<file path="src/rtl/iter_compare_unit_if.sv">
// Control-unit handshake and operand/result bundle for iter_compare_unit.
// The control unit uses the master view; the comparator uses the slave view.
interface iter_compare_unit_if #(
  parameter int WIDTH = 8
);
  logic             start;
  logic [WIDTH-1:0] a;
  logic [WIDTH-1:0] b;
  logic [1:0]       mode;
  logic             sgn;
  logic             busy;
  logic             done;
  logic [WIDTH-1:0] y;
  logic             eq;
  logic             lt;
  logic             gt;

  modport master (
    output start, a, b, mode, sgn,
    input  busy, done, y, eq, lt, gt
  );

  modport slave (
    input  start, a, b, mode, sgn,
    output busy, done, y, eq, lt, gt
  );
endinterface

</file>
<file path="src/rtl/iter_compare_unit.sv">
// Multi-cycle MSB-first digit-serial comparator with early exit.
// Produces CMP/MAX/MIN result words and registered eq/lt/gt flags.
module iter_compare_unit #(
  parameter int WIDTH = 8,
  parameter int DIGIT = 2
) (
  input  logic              clk,
  input  logic              rst,
  iter_compare_unit_if.slave bus
);
  localparam int DIG_SAFE = (DIGIT < 1) ? 1 : DIGIT;
  localparam int NDIG     = WIDTH / DIG_SAFE;
  localparam int KW       = (NDIG > 1) ? $clog2(NDIG) : 1;

  generate
    if ((DIGIT < 1) || (WIDTH % DIG_SAFE != 0)) begin : g_bad_digit
      $error("iter_compare_unit: DIGIT must be positive and divide WIDTH");
    end
  endgenerate

  typedef enum logic [1:0] {
    IDLE = 2'd0,
    BUSY = 2'd1,
    DONE = 2'd2
  } state_t;

  state_t           state_reg, state_next;
  logic [WIDTH-1:0] a_reg, b_reg;
  logic [WIDTH-1:0] a_cmp_reg, b_cmp_reg;
  logic [1:0]       mode_reg;
  logic [KW-1:0]    k_reg;
  logic [WIDTH-1:0] y_reg, y_next;
  logic             eq_reg, lt_reg, gt_reg;

  logic [DIG_SAFE-1:0] a_dig [NDIG];
  logic [DIG_SAFE-1:0] b_dig [NDIG];
  logic                dig_gt, dig_lt, last_dig, accept, finish;

  // Digit 0 is the most significant slice of the (possibly MSB-flipped) copies.
  generate
    for (genvar gi = 0; gi < NDIG; gi++) begin : g_digits
      assign a_dig[gi] = a_cmp_reg[WIDTH-1-gi*DIG_SAFE -: DIG_SAFE];
      assign b_dig[gi] = b_cmp_reg[WIDTH-1-gi*DIG_SAFE -: DIG_SAFE];
    end
  endgenerate

  assign dig_gt   = a_dig[k_reg] > b_dig[k_reg];
  assign dig_lt   = a_dig[k_reg] < b_dig[k_reg];
  assign last_dig = (k_reg == KW'(NDIG - 1));
  assign accept   = bus.start && ((state_reg == IDLE) || (state_reg == DONE));
  assign finish   = (state_reg == BUSY) && (dig_gt || dig_lt || last_dig);

  always_ff @(posedge clk) begin
    if (rst) begin
      state_reg <= IDLE;
    end else begin
      state_reg <= state_next;
    end
  end

  always_comb begin
    state_next = state_reg;
    case (state_reg)
      IDLE:    if (bus.start) state_next = BUSY;
      BUSY:    if (dig_gt || dig_lt || last_dig) state_next = DONE;
      DONE:    state_next = bus.start ? BUSY : IDLE;
      default: state_next = IDLE;
    endcase
  end

  // Ties select operand a for both MAX and MIN.
  always_comb begin
    y_next = '0;
    case (mode_reg)
      2'b01:   y_next = dig_lt ? b_reg : a_reg;
      2'b10:   y_next = dig_gt ? b_reg : a_reg;
      default: y_next = WIDTH'(dig_gt);
    endcase
  end

  always_ff @(posedge clk) begin
    if (rst) begin
      a_reg     <= '0;
      b_reg     <= '0;
      a_cmp_reg <= '0;
      b_cmp_reg <= '0;
      mode_reg  <= '0;
      k_reg     <= '0;
      y_reg     <= '0;
      eq_reg    <= 1'b0;
      lt_reg    <= 1'b0;
      gt_reg    <= 1'b0;
    end else begin
      if (accept) begin
        a_reg     <= bus.a;
        b_reg     <= bus.b;
        // Flipping the sign bit maps two's-complement order onto unsigned order.
        a_cmp_reg <= bus.a ^ {bus.sgn, {(WIDTH-1){1'b0}}};
        b_cmp_reg <= bus.b ^ {bus.sgn, {(WIDTH-1){1'b0}}};
        mode_reg  <= bus.mode;
        k_reg     <= '0;
      end else if ((state_reg == BUSY) && !finish) begin
        k_reg <= k_reg + KW'(1);
      end
      if (finish) begin
        y_reg  <= y_next;
        eq_reg <= !dig_gt && !dig_lt;
        lt_reg <= dig_lt;
        gt_reg <= dig_gt;
      end
    end
  end

  assign bus.busy = (state_reg == BUSY);
  assign bus.done = (state_reg == DONE);
  assign bus.y    = y_reg;
  assign bus.eq   = eq_reg;
  assign bus.lt   = lt_reg;
  assign bus.gt   = gt_reg;
endmodule

</file>
<file path="src/flat_wrapper.sv">
// flat-port wrapper written by rule: the top's interface ports become plain ports
module iter_compare_unit_flat 
#(
  parameter int WIDTH = 8,
  parameter int DIGIT = 2
)
  (clk, rst, bus_start, bus_a, bus_b, bus_mode, bus_sgn, bus_busy, bus_done, bus_y, bus_eq, bus_lt, bus_gt);
  iter_compare_unit_if #(.WIDTH(WIDTH)) bus_i ();
  input  logic clk;
  input  logic rst;
  input wire logic [$bits(bus_i.start)-1:0] bus_start;
  input wire logic [$bits(bus_i.a)-1:0] bus_a;
  input wire logic [$bits(bus_i.b)-1:0] bus_b;
  input wire logic [$bits(bus_i.mode)-1:0] bus_mode;
  input wire logic [$bits(bus_i.sgn)-1:0] bus_sgn;
  output wire logic [$bits(bus_i.busy)-1:0] bus_busy;
  output wire logic [$bits(bus_i.done)-1:0] bus_done;
  output wire logic [$bits(bus_i.y)-1:0] bus_y;
  output wire logic [$bits(bus_i.eq)-1:0] bus_eq;
  output wire logic [$bits(bus_i.lt)-1:0] bus_lt;
  output wire logic [$bits(bus_i.gt)-1:0] bus_gt;
  assign bus_i.start = bus_start;
  assign bus_i.a = bus_a;
  assign bus_i.b = bus_b;
  assign bus_i.mode = bus_mode;
  assign bus_i.sgn = bus_sgn;
  assign bus_busy = bus_i.busy;
  assign bus_done = bus_i.done;
  assign bus_y = bus_i.y;
  assign bus_eq = bus_i.eq;
  assign bus_lt = bus_i.lt;
  assign bus_gt = bus_i.gt;
  iter_compare_unit #(.WIDTH(WIDTH), .DIGIT(DIGIT)) u_core (.clk(clk), .rst(rst), .bus(bus_i));
endmodule
</file>
<file path="config.mk">
export PLATFORM = sky130hd
export DESIGN_NAME = iter_compare_unit_flat
export DESIGN_NICKNAME = d
export VERILOG_FILES = /design/src/rtl/iter_compare_unit_if.sv /design/src/rtl/iter_compare_unit.sv /design/src/flat_wrapper.sv
export SDC_FILE = /design/constraint.sdc
export NUM_CORES = 1
export LEC_CHECK = 0
export ABC_AREA = 0
export CORE_AREA = 2 2 78 65
export DETAILED_ROUTE_END_ITERATION = 8
export DIE_AREA = 0 0 80 67
export PLACE_DENSITY = 0.65
export SYNTH_ARGS = -nofsm -noshare
export SYNTH_HDL_FRONTEND = slang
export SYNTH_SLANG_ARGS = --single-unit
</file>
<file path="constraint.sdc">
create_clock -name clk -period 2.4 [get_ports clk]
set_input_delay 0.48 -clock clk [delete_from_list [all_inputs] [get_ports clk]]
set_output_delay 0.48 -clock clk [all_outputs]
set_load 0.01 [all_outputs]
</file>
==> flow_summary.ini <==
[run_status]
run_status = finished with violations
violations = negative setup slack

[timing]
fmax_ghz = 0.415
rsz0062_at_grt = yes
fin_crit_ps = 2410
setup_viol = 2
hold_violations = 0
slew-limit-headroom_pct = 77.4
finClkSkew_ps = 7.54
worst_pin_slew_ps = 340
setup_ws_ps = -9.04
drv_slew = 0
period_share_pct = 100
finalSetupTns_ps = -11.4

[critical_path]
reg2regPathDepth = 8
startpoint_type = register
worst-setup-path-type = reg2reg
worstPathArrival_ps = 2570
cpMaxStageDelayCell = mux4_2
critPathBufInv = 1
reg2reg_to = u_core.bus.y[7]
critical_path.max_stage_delay_ps = 520
path_cells = mux4_2, inv_2, ha_4, nor2b_4, o21ai_4, mux2_2, a222oi_1, a211oi_1
critical_path.endpoint_type = register
crit_family = multiplexers
reg2reg_slack_ps = -9
required_ps = 2560
reg2reg_from = u_core.k_reg[1]
cp_max_fo = 5

[global_route]
antenna_found_initial = 0
grt_use_total_pct = 18.2
grt_pass1_vias = 1487
grt_max_degree = 26
grt_pass1_wl_um = 7360
grt_overflow = 0

[power]
finalPower_uw = 1540
p_per_area_mw_per_mm2 = 618
peakVddDrop_mv = 0.276
p_leak_uw = 0.000945

[yosys]
synth_compound_area_share_pct = 17.2
synth_area_leader_cell = dfxtp_1
synth.cells.most_frequent = nand2_1 (44), dfxtp_1 (35), a21oi_1 (20)
syn-num-nets = 219
synthArstFlopShare_pct = 0
synth_most_common_cell = nand2_1
yosys_most_used_dff = dfxtp_1
synth_top_family_by_area = simple AND/OR/NAND/NOR gates
synth_top_area_share_pct = 39.7
synth_seq_cells = 35
netlist_area_mm2 = 0.00177
ys_types = 34
synth-edff-count = 0
syn_inst = 192
syn_area_per_cell_um2 = 9.20
synth-xor-area-share_pct = 1.49
yosysSeqAreaShare_pct = 39.7
synthSimpleGateAreaFrac_pct = 17.3
muxShareOfSynthArea_pct = 15.9
ys.warnings.count = 0
synth_area_leaders = dfxtp_1 (40%), nand2_1 (9.3%), mux2_2 (8.9%)
yosys.area_share.adder_pct = 3.54

[floorplan]
io_pins = 35
coreArea_mm2 = 0.00451
die_h_um = 67
die-area_mm2 = 0.00536
initial_utilization_pct = 39.1
rows = 22
die_w_um = 80

[finish]
fillCellCount = 419
diodes = 0
nNetsFinal = 276
design_area_mm2 = 0.00250
stdcell_count = 310
drive_gt1_share_pct = 27.2
area_delta_synth_final_pct = 41.3

[worst_hold_path]
min_path_cells = 2
worstHoldEndpoint = u_core.mode_reg[0]
hold_class = reg2reg
hp-start = u_core.mode_reg[0]

[route]
vias = 1587
drt_iter0_drc = 95
wire_per_inst_um = 14.1
drc_errors = 0
routed_wl_um = 4360
dr.pass1.iters = 4
avgViaCountPerCell = 5.12
drtAntennaViolNets = 0

[job]
max_cap_viol_count = 0

[placement]
pre_cts_slack_ps = -103
port_buffers = 34
gp_congestion = 0.864
place_inst = 299
dpl_cell_area_mm2 = 0.00232
hpwl_um = 3140

[clock_network]
clkLatencyLatePin_ps = 280
clk_pin_slew_ps = 70
cts_tree = yes
cts_buffer_depth = 2
cts.sinks = 35
holdBufCountCts = 0
numCtsBuffers = 5
clock_tree.root_cell = clkbuf_8
h-tree-depth = 2
-- cells by family after synthesis --
family | count (synthesis)
and+or+nand+nor | 67
AOI/OAI and AO/OA | 42
DFF | 35
muxes | 21
buffers and inverters | 19
adders and majority gates | 5
xor gates and xnor gates | 3
-- cell usage in the layout, fill, tap and decap left out, types with 2 or more instances in the layout --
cell	count
a211oi_1	9
a21oi_1	20
a222oi_1	7
buf_4	28
clkbuf_8	7
clkdlybuf4s50_1	34
dfxtp_1	33
dfxtp_4	2
ha_1	4
inv_1	3
mux2_2	13
mux2_4	2
mux4_2	4
nand2_1	43
nand2b_1	2
nor2_1	10
nor2b_1	2
nor3_1	2
o21ai_4	2
xnor2_1	3
-- worst register-to-register path, delay by kind of cell, from the launching register on --
| family | cells | cell delay, ps |
|---|---|---|
| compound gates | 3 | 600 |
| simple gates | 1 | 150 |
| mux | 2 | 880 |
| buf+inv | 1 | 90 |
| fa+ha+maj | 1 | 200 |
| flops | 1 | 370 |
-- routing by layer --
metal / vias up / track usage [%] / part of all wire [%]
li1: 794 / - / -
met1: 732 / 25.7 / 49
met2: 52 / 26.9 / 43
met3: 9 / 4.20 / 6.7
met4: 0 / 6.57 / 1.9
met5: - / 0 / 0
-- how the worst max path moves through the flow --
stage / startpoint / to / slack, ps / cells past startpoint
finish: u_core.k_reg[1] / u_core.bus.y[7] / -9 / 8
CTS: u_core.k_reg[1] / u_core.bus.y[7] / -7 / 7
global placement: u_core.k_reg[1] / u_core.bus.y[0] / -80 / 7
detailed placement: u_core.k_reg[1] / u_core.bus.y[0] / -100 / 7
floorplan: u_core.k_reg[1] / u_core.bus.y[1] / 20 / 7
global route: u_core.k_reg[1] / u_core.bus.y[4] / -140 / 8
-- power breakdown --
part           leakage, uW  internal, uW  switching (uW)
Clock            0.0000515           262             201
Sequential        0.000288           612            24.9
Combinational     0.000606           237             205
-- cell type report --
| type | count | area [um2] | share of cell area (%) |
|---|---|---|---|
| inverters | 5 | 18.8 | 0.752 |
| multi-input cells | 139 | 1030 | 41.4 |
| flip-flops and latches | 35 | 708 | 28.4 |
| well taps | 60 | 75.1 | 3.01 |
| clock buffers | 8 | 100 | 4.01 |
| repair buffers | 63 | 562 | 22.5 |
-- per-stage QoR --
| stage | hold WS (ps) | utilization (%) |
|---|---|---|
| floorplan | 443 | - |
| global placement | 463 | 51.3 |
| CTS | 485 | 54.5 |
| finish | 488 | 55.3 |
| detailed placement | 475 | 51.3 |
| global route | 508 | 55.3 |
-- timing repair --
| action | in CTS | in global routing |
|---|---|---|
| resized for setup | 6 | 6 |
| setup buffers | 0 | 2 |
| endpoints found under the hold margin | 0 | 0 |
| pin swaps | 1 | 7 |
| gates cloned | 1 | 0 |
| endpoints found under the setup margin | 9 | 10 |
No activity file was read; power rests on OpenSTA's default activity.
